### src/rtl/shared_mem_arbiter.sv
// -----------------------------------------------------------------------------
// shared_mem_arbiter
//
// Sequences one single-port unified memory that is shared by the core's
// instruction-fetch port and its load/store data port. Each access is
// arbitrated, the winner's address/data are latched and held on the memory
// for WAIT_CYCLES cycles, and the result is returned with a one-cycle
// rvalid pulse to the owning port. This block is the stall source for
// multi-cycle memory operation.
//
// Parameters:
//   AW           address width
//   DW           data width
//   WAIT_CYCLES  memory access cycles per transfer (1..15)
//
// Build option:
//   ARB_ROUND_ROBIN_EN  when defined, conflicts alternate between the two
//                       requesters; when undefined, data always beats fetch
//                       and no pointer register exists.
//
// Ports:
//   clk, rst                 clock, asynchronous active-high reset
//   if_req/if_addr           fetch request and address
//   if_gnt                   fetch accepted this cycle (combinational)
//   if_rvalid/if_rdata       fetch data return (one-cycle pulse)
//   d_req/d_we/d_addr/d_wdata  data request, store flag, address, store data
//   d_gnt                    data accepted this cycle (combinational)
//   d_rvalid/d_rdata         load data / store completion (one-cycle pulse)
//   mem_en/mem_we/mem_addr/mem_wdata  memory macro controls (0 when idle)
//   mem_rdata                memory read data, valid in last mem_en cycle
// -----------------------------------------------------------------------------
module shared_mem_arbiter #(
   parameter int AW          = 32,
   parameter int DW          = 32,
   parameter int WAIT_CYCLES = 1
) (
   input  logic          clk,
   input  logic          rst,
   input  logic          if_req,
   input  logic [AW-1:0] if_addr,
   output logic          if_gnt,
   output logic          if_rvalid,
   output logic [DW-1:0] if_rdata,
   input  logic          d_req,
   input  logic          d_we,
   input  logic [AW-1:0] d_addr,
   input  logic [DW-1:0] d_wdata,
   output logic          d_gnt,
   output logic          d_rvalid,
   output logic [DW-1:0] d_rdata,
   output logic          mem_en,
   output logic          mem_we,
   output logic [AW-1:0] mem_addr,
   output logic [DW-1:0] mem_wdata,
   input  logic [DW-1:0] mem_rdata
);

   typedef enum logic [1:0] {
      ST_IDLE = 2'd0,
      ST_BUSY = 2'd1,
      ST_RESP = 2'd2
   } state_t;

   localparam logic [3:0] CNT_LOAD = 4'(WAIT_CYCLES - 1);

   state_t          state_r;
   state_t          state_s;
   logic [3:0]      cnt_r;
   logic            owner_d_r;     // 1 = data port owns the transfer
   logic            mem_en_r;
   logic            mem_we_r;
   logic [AW-1:0]   mem_addr_r;
   logic [DW-1:0]   mem_wdata_r;
   logic            if_rvalid_r;
   logic            d_rvalid_r;
   logic [DW-1:0]   if_rdata_r;
   logic [DW-1:0]   d_rdata_r;

   logic            arb_window_s;
   logic            grant_d_s;
   logic            grant_if_s;
   logic            grant_any_s;
   logic            done_s;        // last BUSY cycle: capture read data

`ifdef ARB_ROUND_ROBIN_EN
   logic            last_d_r;      // 1 = data was granted last; reset points at fetch

   // Round-robin winner selection: on conflict, the port not granted last wins
   always_comb begin
      grant_d_s  = 1'b0;
      grant_if_s = 1'b0;
      if (arb_window_s) begin
         grant_d_s  = d_req & (~if_req | ~last_d_r);
         grant_if_s = if_req & ~grant_d_s;
      end else begin
         grant_d_s  = 1'b0;
         grant_if_s = 1'b0;
      end
   end

   // Pointer follows every grant, conflicted or not
   always_ff @(posedge clk or posedge rst) begin
      if (rst) begin
         last_d_r <= 1'b0;
      end else if (grant_any_s) begin
         last_d_r <= grant_d_s;
      end else begin
         last_d_r <= last_d_r;
      end
   end
`else
   // Fixed-priority winner selection: data always beats fetch
   always_comb begin
      grant_d_s  = 1'b0;
      grant_if_s = 1'b0;
      if (arb_window_s) begin
         grant_d_s  = d_req;
         grant_if_s = if_req & ~d_req;
      end else begin
         grant_d_s  = 1'b0;
         grant_if_s = 1'b0;
      end
   end
`endif

   assign arb_window_s = (state_r == ST_IDLE) || (state_r == ST_RESP);
   assign grant_any_s  = grant_d_s | grant_if_s;
   assign done_s       = (state_r == ST_BUSY) && (cnt_r == 4'd0);

   // Next-state logic for the IDLE/BUSY/RESP sequencer
   always_comb begin
      state_s = state_r;
      case (state_r)
         ST_IDLE: begin
            if (grant_any_s) begin
               state_s = ST_BUSY;
            end else begin
               state_s = ST_IDLE;
            end
         end
         ST_BUSY: begin
            if (cnt_r == 4'd0) begin
               state_s = ST_RESP;
            end else begin
               state_s = ST_BUSY;
            end
         end
         ST_RESP: begin
            if (grant_any_s) begin
               state_s = ST_BUSY;
            end else begin
               state_s = ST_IDLE;
            end
         end
         default: state_s = ST_IDLE;
      endcase
   end

   // State register
   always_ff @(posedge clk or posedge rst) begin
      if (rst) begin
         state_r <= ST_IDLE;
      end else begin
         state_r <= state_s;
      end
   end

   // Transfer latches double as the registered memory outputs; cleared when
   // the transfer leaves BUSY so the macro sees zeros while idle
   always_ff @(posedge clk or posedge rst) begin
      if (rst) begin
         owner_d_r   <= 1'b0;
         cnt_r       <= 4'd0;
         mem_en_r    <= 1'b0;
         mem_we_r    <= 1'b0;
         mem_addr_r  <= '0;
         mem_wdata_r <= '0;
      end else if (grant_any_s) begin
         owner_d_r   <= grant_d_s;
         cnt_r       <= CNT_LOAD;
         mem_en_r    <= 1'b1;
         mem_we_r    <= grant_d_s & d_we;
         mem_addr_r  <= grant_d_s ? d_addr : if_addr;
         mem_wdata_r <= grant_d_s ? d_wdata : '0;
      end else if (done_s) begin
         owner_d_r   <= owner_d_r;
         cnt_r       <= 4'd0;
         mem_en_r    <= 1'b0;
         mem_we_r    <= 1'b0;
         mem_addr_r  <= '0;
         mem_wdata_r <= '0;
      end else if (state_r == ST_BUSY) begin
         owner_d_r   <= owner_d_r;
         cnt_r       <= cnt_r - 4'd1;
         mem_en_r    <= mem_en_r;
         mem_we_r    <= mem_we_r;
         mem_addr_r  <= mem_addr_r;
         mem_wdata_r <= mem_wdata_r;
      end else begin
         owner_d_r   <= owner_d_r;
         cnt_r       <= cnt_r;
         mem_en_r    <= mem_en_r;
         mem_we_r    <= mem_we_r;
         mem_addr_r  <= mem_addr_r;
         mem_wdata_r <= mem_wdata_r;
      end
   end

   // Read-data capture and rvalid pulse generation (pulse lands in RESP)
   always_ff @(posedge clk or posedge rst) begin
      if (rst) begin
         if_rvalid_r <= 1'b0;
         d_rvalid_r  <= 1'b0;
         if_rdata_r  <= '0;
         d_rdata_r   <= '0;
      end else begin
         if_rvalid_r <= done_s & ~owner_d_r;
         d_rvalid_r  <= done_s & owner_d_r;
         if (done_s && owner_d_r) begin
            d_rdata_r <= mem_we_r ? '0 : mem_rdata;
         end else begin
            d_rdata_r <= d_rdata_r;
         end
         if (done_s && !owner_d_r) begin
            if_rdata_r <= mem_rdata;
         end else begin
            if_rdata_r <= if_rdata_r;
         end
      end
   end

   assign if_gnt    = grant_if_s;
   assign d_gnt     = grant_d_s;
   assign if_rvalid = if_rvalid_r;
   assign d_rvalid  = d_rvalid_r;
   assign if_rdata  = if_rdata_r;
   assign d_rdata   = d_rdata_r;
   assign mem_en    = mem_en_r;
   assign mem_we    = mem_we_r;
   assign mem_addr  = mem_addr_r;
   assign mem_wdata = mem_wdata_r;

endmodule

### config.mk
export PLATFORM = sky130hd
export DESIGN_NAME = shared_mem_arbiter
export DESIGN_NICKNAME = d
export VERILOG_FILES = /design/src/rtl/shared_mem_arbiter.sv
export SDC_FILE = /design/constraint.sdc
export NUM_CORES = 1
export LEC_CHECK = 0
export CORE_ASPECT_RATIO = 1.4
export CORE_MARGIN = 2
export CORE_UTILIZATION = 30
export DETAILED_ROUTE_END_ITERATION = 8
export PLACE_DENSITY = 0.72
export REMOVE_ABC_BUFFERS = 1
export SYNTH_ARGS = -nofsm -noshare
export SYNTH_HDL_FRONTEND = slang
export SYNTH_SLANG_ARGS = --single-unit
export TNS_END_PERCENT = 100
### constraint.sdc
create_clock -name clk -period 12.87 [get_ports clk]
set_clock_uncertainty 0.1 [all_clocks]
set_input_delay 1.9305 -clock clk [delete_from_list [all_inputs] [get_ports clk]]
set_output_delay 1.9305 -clock clk [all_outputs]
set_load 0.03 [all_outputs]
# After elaboration in Yosys (flattened, before gate mapping)
# Cells that the tools add are included.
# totals
register_bits	139
in_bits	133
output_inout_bits	134
word_cells	48
# classes
add_sub_neg	1
eq_ne	2
mux	17
bitwise	7
n_reduce_logical	10
# op_table
op	count
$mux 32	6
$mux 4	3
$mux 1	6
$and 1x1->1	4
$logic_not 4->1	1
$pmux 2 s2	1
$sub 4x1->4 const B	1
$logic_and 1x1->1	3
$reduce_bool 3->1	1
$eq 2x1->1 const B	1
$eq 2x2->1 const B	1
$logic_not 2->1	1
$mux 2	1
$not 1->1	2
$reduce_bool 2->1	1
$reduce_or 2->1	1
$logic_not 1->1	1
$logic_or 1x1->1	1
$or 1x1->1	1

# Longest topological paths before layout
# logic_depth
word_depth	6
depth_mapped	7
mapped_depth_nobuf	5

# Worst setup path before layout
# OpenSTA, ideal clock, no wires.
# synth_timing
path_kind	input to output
startpoint	input port d_req
endpoint	output port if_gnt
arrival_time_ps	2873
t_required_ps	10839
setup_slack_ps	7966
stages	4
n_path_buf	2
path_cell_list	or3b_2 clkbuf_1 clkinv_1 buf_2
# synth_via
elab_chain_len	3
# synth_lines
item	line_no	source
start: declaration	44	input logic d_req,
$not 1->1	118	grant_if_s = if_req & ~d_req;
$and 1x1->1	118	
$mux 1	116	if (arb_window_s) begin
end: declaration	41	output logic if_gnt,
# Every way passes these cells.

# Worst setup path in the final report
# layout_timing
startpoint	input port if_req
endpoint	output port if_gnt
# layout_via
elab_chain_len	2
# layout_lines
item	line_no	source
start: declaration	39	input logic if_req,
$and 1x1->1	118	
$mux 1	116	
# Every way passes these cells.

==> impl_metrics.toml <==
[run_status]
outcome = "complete, no violations"

[clock_tree]
cts-resized-gates = 0
clock_latency_ns = 0.41
cts_root_buf = "clkbuf_16"
cts_buffers = 17
cts_setup_buffers = 0
clkTransAtPathRegs_ns = 0.06
cts.sinks = 139
clock_path_buffers = 2
cts_tree = "built"
hold_buffers = 0
cts_htree_levels = 4

[timing]
tns_ns = 0
fin_crit_sh_pct = 49.88
setup_violations = 0
rsz0062_at_grt = "no"
hold_viol_final = 0
period_minus_slack_ns = 6.419
worst_pin_slew_ns = 1.177
drv_slew = 0
relSlewSlack_pct = 21.43
max_freq_mhz = 155.8

[detailed_routing]
remaining_drc_errors = 0
vias_per_cell = 4.765
vias = 4522
drt_iter0_drc = 237
dr.pass1.iters = 4
ant_nets = 0
wl_per_cell_um = 16.70
drt-total-wl_um = 15850

[finish]
final_cell_mix = "266 x clkdlybuf4s50_1, 139 x dfrtp_1, 63 x mux2_2"
drive_above_1_share_pct = 15.74
design_area_um2 = 9143
antenna_cells = 0
final_common_cell = "clkdlybuf4s50_1"
areaGrowthSynthToFinish_pct = 62.13
nets = 827

[global_route]
overflow = 0
busiest_layer = "met2"
grt_pass1_wl_um = 25200
grt.met3_usage_pct = 4.979
grt_util_all_layers_pct = 16.21
met2_usage_pct = 28.70
antenna_found_initial = 0
first_global_vias = 4750
grt_max_degree = 85
grt_use_met1_pct = 18.12

[die]
die_h_um = 166.2
fp.dieArea_um2 = 19930
rows = 59
die_w_um = 119.9
coreArea_um2 = 18530
start_util_pct = 30.43
io_pins = 267

[logic_synthesis]
ys_warn_count = 0
synth-seq-cells = 139
synthDistinctLibCells = 30
synth_area_leader_cell = "dfrtp_1"
synth_area_leaders = "dfrtp_1 62%, mux2_2 13%, a22o_1 5.1%"
syn-instance-count = 434
netlist_area_um2 = 5639
syn_avg_cell_area_um2 = 12.99
yosysTopAreaCellShare_pct = 61.68
ys_seq_area_share_pct = 61.68

[placed_design]
dp_hpwl_um = 10890
dpl_cell_area_um2 = 8511
io_buffers = 266
gp_congestion = 0.7557

[worst_setup_path]
critPathMaxFanout = 34
cpPeakStageDelay_ns = 0.76
crit_path_frequent_cell = "clkdlybuf4s50_1"
cp-start-kind = "input pin"
crit_path_end_kind = "output port"
cp_slowest_cell = "or3b_2"
crit_chain = "clkdlybuf4s50_1 -> or3b_2 -> clkinv_1 -> buf_4 -> clkdlybuf4s50_1"
path_class = "in -> out"
worstPathArrival_ns = 4.39
required_ns = 10.84

[power]
powerDensity_nw_per_um2 = 285.2
vdd_drop_max_v = 0.0001360
p_total_uw = 2608
leakage_uw = 0.003798

[min_path]
hp-class = "reg -> reg"

[job]
drv_cap = 0
[Yosys cell counts]
cell        n
mux2_2     63
and3_1      1
xor2_1      1
nor3b_1     1
nor2_1      4
o21ba_2     1
a21oi_1     2
ha_1        2
o21bai_1    1
o32ai_1     1
nand3b_1    1
a22oi_1    32
or3b_4      1
o21ai_0    36
nand3_1    33
mux2_1      1
or3b_2      1
nor3_4      1
dfrtp_1   139
a22o_1     33
inv_1       4
or3_1       2
buf_1       2
buf_6       3
nand2_1     3
clkinv_1    1
nand2b_1    2
buf_2       9
nor2b_1    33
clkbuf_1   20
[kinds of logic (layout without fill, tap and decap cells)]
family / Yosys count / after routing / share of synthesized area (%)
buffers and inverters: 39 / 310 / 3.195
XOR/XNOR: 1 / 1 / 0.1553
flip-flops: 139 / 139 / 61.68
adder cells (fa/ha/maj): 2 / 2 / 0.4437
AO/OA/AOI/OAI: 106 / 106 / 13.22
multiplexers: 64 / 64 / 12.78
AND/OR/NAND/NOR: 83 / 83 / 8.520
[critical path, delay by kind of cell]
family | cells | cell delay (ns)
and+or+nand+nor | 1 | 0.76
buffers and inverters | 4 | 1.67
[area by class of cell]
type                    instances  area [um2]
fillers                      1687        9387
flip-flops and latches        139        3478
repair buffers                273        2715
multi-input cells             256        1988
clock buffers                  18       439.2
well taps                     244       305.3
clock inverters                14       192.7
inverters                       5       23.77
[stage by stage]
stage,hold WS (ns),std cells,util [%],setup slack (ns)
after floorplan,0.3725,400,-,7.115
after global placement,0.3712,917,45.93,6.441
after detailed placement,0.3769,917,45.93,6.439
after CTS,0.3902,949,49.34,6.436
after global routing,0.4136,949,49.34,6.364
final,0.3874,949,49.34,6.451
[flip-flops by register name (all words and copies together) (netlist names)]
signal / cells
cnt_r: 4
d_rdata: 32
d_rvalid: 1
if_rdata: 32
if_rvalid: 1
mem_addr: 32
mem_en: 1
mem_wdata: 32
mem_we: 1
owner_d_r: 1
state_r: 2
[where the power goes]
group          internal (uW)  switching [uW]
clock network            331             191
logic                    581             748
registers                647             109
total                   1560            1050
[path summary, 6_finish.rpt]
kind                         startpoint            to  slack, ns  cells past startpoint
max reg2reg                    cnt_r[0]  mem_addr[30]      10.35                      5
max                              if_req        if_gnt       6.45                      5
max in group asynchronous           rst  if_rdata[15]       9.50                      3
min in group asynchronous           rst  mem_wdata[2]       1.91                      2
min                        if_rdata[25]  if_rdata[25]       0.39                      1
min reg2reg                if_rdata[25]  if_rdata[25]       0.39                      1
[metal layers]
metal	wire [um]	vias up
met1	6083	2252
li1	-	2088
met2	8390	159
met5	0	-
met3	971	23
met4	403	0
Power figures use the tool's default switching activity.
